File: src/rtl/lsu_mem_port.sv
// Load/store unit bus port: one access in flight, word-aligned bus with byte
// enables, load lane select/extension and a REQ+WAIT timeout.
module lsu_mem_port #(
   parameter int TIMEOUT_CYCLES = 255
) (
   input  logic        clk,
   input  logic        rst,
   input  logic        req_valid,
   output logic        req_ready,
   input  logic        req_store,
   input  logic [2:0]  req_funct3,
   input  logic [31:0] req_addr,
   input  logic [31:0] req_wdata,
   output logic        rsp_valid,
   output logic [31:0] rsp_rdata,
   output logic [1:0]  rsp_err,
   output logic        mem_req,
   input  logic        mem_gnt,
   output logic        mem_we,
   output logic [31:0] mem_addr,
   output logic [3:0]  mem_be,
   output logic [31:0] mem_wdata,
   input  logic        mem_rvalid,
   input  logic [31:0] mem_rdata
);

   typedef enum logic [1:0] {IDLE, REQ, WAIT, RESP} state_t;

   typedef struct packed {
      logic       store;
      logic [2:0] funct3;
      logic [1:0] lane;
   } lsu_req_t;

   localparam logic [1:0] ERR_OK  = 2'b00;
   localparam logic [1:0] ERR_MIS = 2'b01;
   localparam logic [1:0] ERR_ILL = 2'b10;
   localparam logic [1:0] ERR_TO  = 2'b11;

   state_t     state;
   lsu_req_t   q;
   logic [7:0] cnt;

   logic        illegal, misaligned, accept, timeout_hit;
   logic [3:0]  be_calc;
   logic [31:0] wdata_calc, load_fmt;
   logic [7:0]  byte_lane;
   logic [15:0] half_lane;

   assign accept  = req_valid & req_ready;
   assign illegal = req_store ? (req_funct3[2] | (req_funct3 == 3'b011))
                              : ((req_funct3 == 3'b011) | (req_funct3[2:1] == 2'b11));
   assign misaligned = ((req_funct3[1:0] == 2'b01) & req_addr[0]) |
                       ((req_funct3[1:0] == 2'b10) & (|req_addr[1:0]));

   // Counter holds cycles already spent in REQ+WAIT; this cycle is the next one.
   assign timeout_hit = ({1'b0, cnt} + 9'd1) >= 9'(TIMEOUT_CYCLES);

   always_comb begin
      be_calc    = 4'b1111;
      wdata_calc = req_wdata;
      case (req_funct3[1:0])
         2'b00: begin
            be_calc    = 4'b0001 << req_addr[1:0];
            wdata_calc = {4{req_wdata[7:0]}};
         end
         2'b01: begin
            be_calc    = 4'b0011 << {req_addr[1], 1'b0};
            wdata_calc = {2{req_wdata[15:0]}};
         end
         default: ;
      endcase
   end

   assign byte_lane = mem_rdata[{q.lane, 3'b000} +: 8];
   assign half_lane = mem_rdata[{q.lane[1], 4'b0000} +: 16];

   always_comb begin
      load_fmt = mem_rdata;
      case (q.funct3)
         3'b000:  load_fmt = {{24{byte_lane[7]}}, byte_lane};
         3'b001:  load_fmt = {{16{half_lane[15]}}, half_lane};
         3'b100:  load_fmt = {24'd0, byte_lane};
         3'b101:  load_fmt = {16'd0, half_lane};
         default: load_fmt = mem_rdata;
      endcase
   end

   always_ff @(posedge clk or posedge rst) begin
      if (rst) begin
         state     <= IDLE;
         q         <= '0;
         cnt       <= '0;
         req_ready <= 1'b0;
         rsp_valid <= 1'b0;
         rsp_rdata <= '0;
         rsp_err   <= ERR_OK;
         mem_req   <= 1'b0;
         mem_we    <= 1'b0;
         mem_addr  <= '0;
         mem_be    <= '0;
         mem_wdata <= '0;
      end else begin
         case (state)
            IDLE: begin
               if (accept) begin
                  q         <= '{store: req_store, funct3: req_funct3, lane: req_addr[1:0]};
                  req_ready <= 1'b0;
                  cnt       <= '0;
                  if (illegal || misaligned) begin
                     rsp_err   <= illegal ? ERR_ILL : ERR_MIS;
                     rsp_valid <= 1'b1;
                     state     <= RESP;
                  end else begin
                     mem_req   <= 1'b1;
                     mem_we    <= req_store;
                     mem_addr  <= {req_addr[31:2], 2'b00};
                     mem_be    <= be_calc;
                     mem_wdata <= wdata_calc;
                     state     <= REQ;
                  end
               end else begin
                  req_ready <= 1'b1;
               end
            end
            REQ: begin
               cnt <= cnt + 8'd1;
               if (mem_gnt) begin
                  mem_req <= 1'b0;
                  state   <= WAIT;
               end else if (timeout_hit) begin
                  mem_req   <= 1'b0;
                  rsp_err   <= ERR_TO;
                  rsp_valid <= 1'b1;
                  state     <= RESP;
               end
            end
            WAIT: begin
               cnt <= cnt + 8'd1;
               if (mem_rvalid) begin
                  rsp_rdata <= q.store ? 32'd0 : load_fmt;
                  rsp_valid <= 1'b1;
                  state     <= RESP;
               end else if (timeout_hit) begin
                  rsp_err   <= ERR_TO;
                  rsp_valid <= 1'b1;
                  state     <= RESP;
               end
            end
            RESP: begin
               rsp_valid <= 1'b0;
               rsp_rdata <= '0;
               rsp_err   <= ERR_OK;
               req_ready <= 1'b1;
               state     <= IDLE;
            end
            default: state <= IDLE;
         endcase
      end
   end

endmodule

File: config.mk
export PLATFORM = sky130hd
export DESIGN_NAME = lsu_mem_port
export DESIGN_NICKNAME = d
export VERILOG_FILES = /design/src/rtl/lsu_mem_port.sv
export SDC_FILE = /design/constraint.sdc
export NUM_CORES = 1
export LEC_CHECK = 0
export ABC_AREA = 1
export BUFFER_PORTS_ARGS = -buffer_cell sky130_fd_sc_hd__buf_2
export CAP_MARGIN = 10
export CORE_UTILIZATION = 47
export CTS_BUF_LIST = sky130_fd_sc_hd__clkbuf_2
export DETAILED_ROUTE_END_ITERATION = 6
export GPL_TIMING_DRIVEN = 0
export HOLD_SLACK_MARGIN = 0.05
export PLACE_DENSITY = 0.79
export SETUP_SLACK_MARGIN = 0.1
export SLEW_MARGIN = 40
export SYNTH_ARGS = -nofsm -noshare
export SYNTH_HDL_FRONTEND = slang
export SYNTH_SLANG_ARGS = --single-unit
export TNS_END_PERCENT = 10
File: constraint.sdc
create_clock -name clk -period 4.6 [get_ports clk]
set_clock_uncertainty 0.1 [all_clocks]
set_input_delay 1.38 -clock clk [delete_from_list [all_inputs] [get_ports clk]]
set_output_delay 1.38 -clock clk [all_outputs]
set_load 0.05 [all_outputs]
==> impl_metrics.tcl <==
set metrics [dict create \
    clkLatencyLatePin_ns 0.71 \
    cts_setup_buffers 0 \
    synth-adder-area-share 0.01275 \
    synth_compound_area_frac 0.1638 \
    yosys_warnings 0 \
    hold_path.class "reg -> reg" \
    period_share 0.6285 \
    worstHoldPathCells 2 \
    path_class "reg -> out" \
    cp_max_fo 2 \
    setup_tns_ns 0 \
    layout.nets 1075 \
    synth_xor_area_frac 0 \
    overflow 0 \
    arrival_ns 1.41 \
    cp.required_ns 3.12 \
    fp.dieH_um 113.9 \
    cp_cell_sequence "buf_2" \
    hold_viol_final 0 \
    r2r_start "state[0]" \
    rrSetupSlack_ns 2.44 \
    clkTransAtPathRegs_ns 0.20 \
    r2r-end "rsp_rdata[22]" \
    ys_seq_elements 120 \
    gp_congestion 0.9304 \
    synth_area_per_cell_sq_um 8.046 \
    cts_tree "done" \
    track_usage 0.2601 \
    placed_area_sq_um 7243 \
    fin_area_sq_um 7495 \
    hpwl_um 12830 \
    ys_async_sr_fraction 1.000 \
    slowest_stage "dfrtp_1" \
    ir_worst_vdd_uv 453.6 \
    worst-path-stages 1 \
    pre_cts_ws_ns 1.656 \
    drive_gt1_frac 0.2999 \
    first_pass_iters 5 \
    cts_sinks 120 \
    hold_buffers 0 \
    drtIter0Drc 428 \
    grt_pass1_wl_um 25970 \
    fin_ws_ns 1.709 \
    initial_core_util 0.4863 \
    ff2ff_path_depth 7 \
    crit_path_start_kind "flop" \
    syn-cell-area_sq_um 5889 \
    syn-instance-count 732 \
    grt_pass1_vias 5414 \
    path_buf_inv 1 \
    ant_nets 0 \
    area_growth_pct 27.26 \
    crit_family "flip-flops" \
    max_cap_viol_count 0 \
    synth_flop_cell "dfrtp_1" \
    io_pins 211 \
    synth_top_family_by_area "simple AND/OR/NAND/NOR gates" \
    synth_top_area_frac 0.5099 \
    htreeDepth 4 \
    post_cts_resized 0 \
    core_sq_um 12110 \
    synth_mux_area_frac 0 \
    drc_errors 0 \
    rows 40 \
    die_area_sq_um 12980 \
    viasPerCell 5.071 \
    setup_viol 0 \
    totalPowerFinal_mw 5.944 \
    synthTopCellsByArea "dfrtp_1 51%, nand2_1 14%, o21ai_0 9.0%, inv_1 5.4%, nand3_1 2.1%" \
    max_slew_margin 0.6133 \
    clockBufferDepth 2 \
    status "completed" \
    min_to "rsp_err[0]" \
    slew_viol_final 0 \
    holdWs_ns 0.3909 \
    synth-simple-area-share 0.2190 \
    drt_wl_total_um 16650 \
    die_w_um 113.9 \
    antenna_found_initial 1 \
    max_stage_delay_ns 0.41 \
    worstHoldStart "rsp_err[0]" \
    yosysSeqAreaShare 0.5099 \
    power_density_nw_per_um2 793.1 \
    power_leakage_nw 4.031 \
    cts_buffers 17 \
    grt_max_degree 28 \
    port_buffers 207 \
    wl_per_cell_um 14.53 \
    vias 5811 \
    synth_cell_types 35 \
    max_freq_mhz 345.9 \
    synth_largest_area_cell "dfrtp_1" \
    endpoint_kind "primary output" \
    synth_edf_count 0 \
    tightest_slew_ns 0.5740 \
    post-route-min-period_ns 2.891 \
    rsz0062_at_grt "false" \
    root_buffer "clkbuf_2" \
]
state kept, by name, summed over array words and instances (netlist names), 2 cells and up:
name,count
cnt,8
mem_addr,30
mem_be,4
mem_wdata,32
q,6
rsp_err,2
rsp_rdata,32
state,2
placed cells by master, fill, tap and decap left out, types with 2 or more instances in the layout:
cell        synthesis  routed
o21ai_1             2       2
o21a_1              4       4
buf_4               6       6
clkinv_2            0       4
clkinvlp_4          0       4
nand3_2             2       2
a221oi_1            2       2
conb_1              1       2
bufinv_16           0       3
inv_1              85      84
ha_1                6       6
a21oi_1            19      19
clkbuf_2            0      19
o2111ai_1           4       4
buf_12              0       5
inv_2               4       4
dfrtp_1           120     120
o21ai_0           106     106
buf_6               3       3
nor2_2              2       2
clkbuf_1           16      16
nand4_1            17      17
nand3_1            25      25
nand2_1           216     216
o21ai_2             2       2
o211ai_1            9       9
a31oi_1            14      14
nor2_1             31      31
o22ai_1             3       3
buf_2              11     218
nand2_2            13      13
report_power, final:
part	leakage (nW)	switching (mW)	internal (mW)
clock network	0.148	0.413	0.304
logic	2.37	2.62	0.811
registers	1.51	0.274	1.52
total	4.03	3.31	2.64
area by class of cell:
type | count | area, sq um
repair buffers | 212 | 1136
inverters | 90 | 344.1
diodes | 1 | 2.502
well taps | 168 | 210.2
flip-flops and latches | 120 | 3003
multi-input cells | 485 | 2337
plain buffers | 38 | 212.7
clock buffers | 19 | 95.09
fillers | 1115 | 4617
clock inverters | 13 | 153.9
synth_stat cells (all sizes together), types with 2 or more instances:
| library cell | count |
|---|---|
| nand3 | 28 |
| o211ai | 10 |
| nand2 | 229 |
| nand4 | 17 |
| o2111ai | 4 |
| dfrtp | 120 |
| o22ai | 3 |
| inv | 90 |
| nor2 | 33 |
| clkbuf | 16 |
| a21oi | 21 |
| ha | 6 |
| o21ai | 110 |
| o21a | 4 |
| a221oi | 2 |
| a31oi | 14 |
| buf | 22 |
worst max-delay path by stage:
stage / from / to / slack [ns]
floorplan: rst / cnt[0] / 1.65
global placement: rst / rsp_rdata[6] / 0.89
detailed placement: req_funct3[1] / mem_wdata[26] / 1.66
CTS: mem_wdata[11] / mem_wdata[11] / 1.66
global route: mem_wdata[29] / mem_wdata[29] / 1.62
finish: mem_wdata[29] / mem_wdata[29] / 1.71
stage by stage:
stage,instances,util
CTS,1145,0.6186
global placement,1108,0.5898
detailed placement,1113,0.5980
floorplan,733,-
global route,1146,0.6188
finish,1146,0.6188
logic make-up (layout without fill, tap and decap cells):
group | count (synthesis) | count (layout)
AND/OR/NAND/NOR | 307 | 307
AO/OA/AOI/OAI | 170 | 170
buffers and inverters | 128 | 372
flip-flops | 120 | 120
adder cells (fa/ha/maj) | 6 | 6
other | 1 | 3
layer usage:
metal,track usage,vias to the layer above,part of all wire
li1,-,2855,-
met3,0.06589,43,0.073
met1,0.3332,2670,0.42
met2,0.4105,243,0.47
met5,0,-,0
met4,0.1299,0,0.033
No activity file was read; power rests on OpenSTA's default activity.
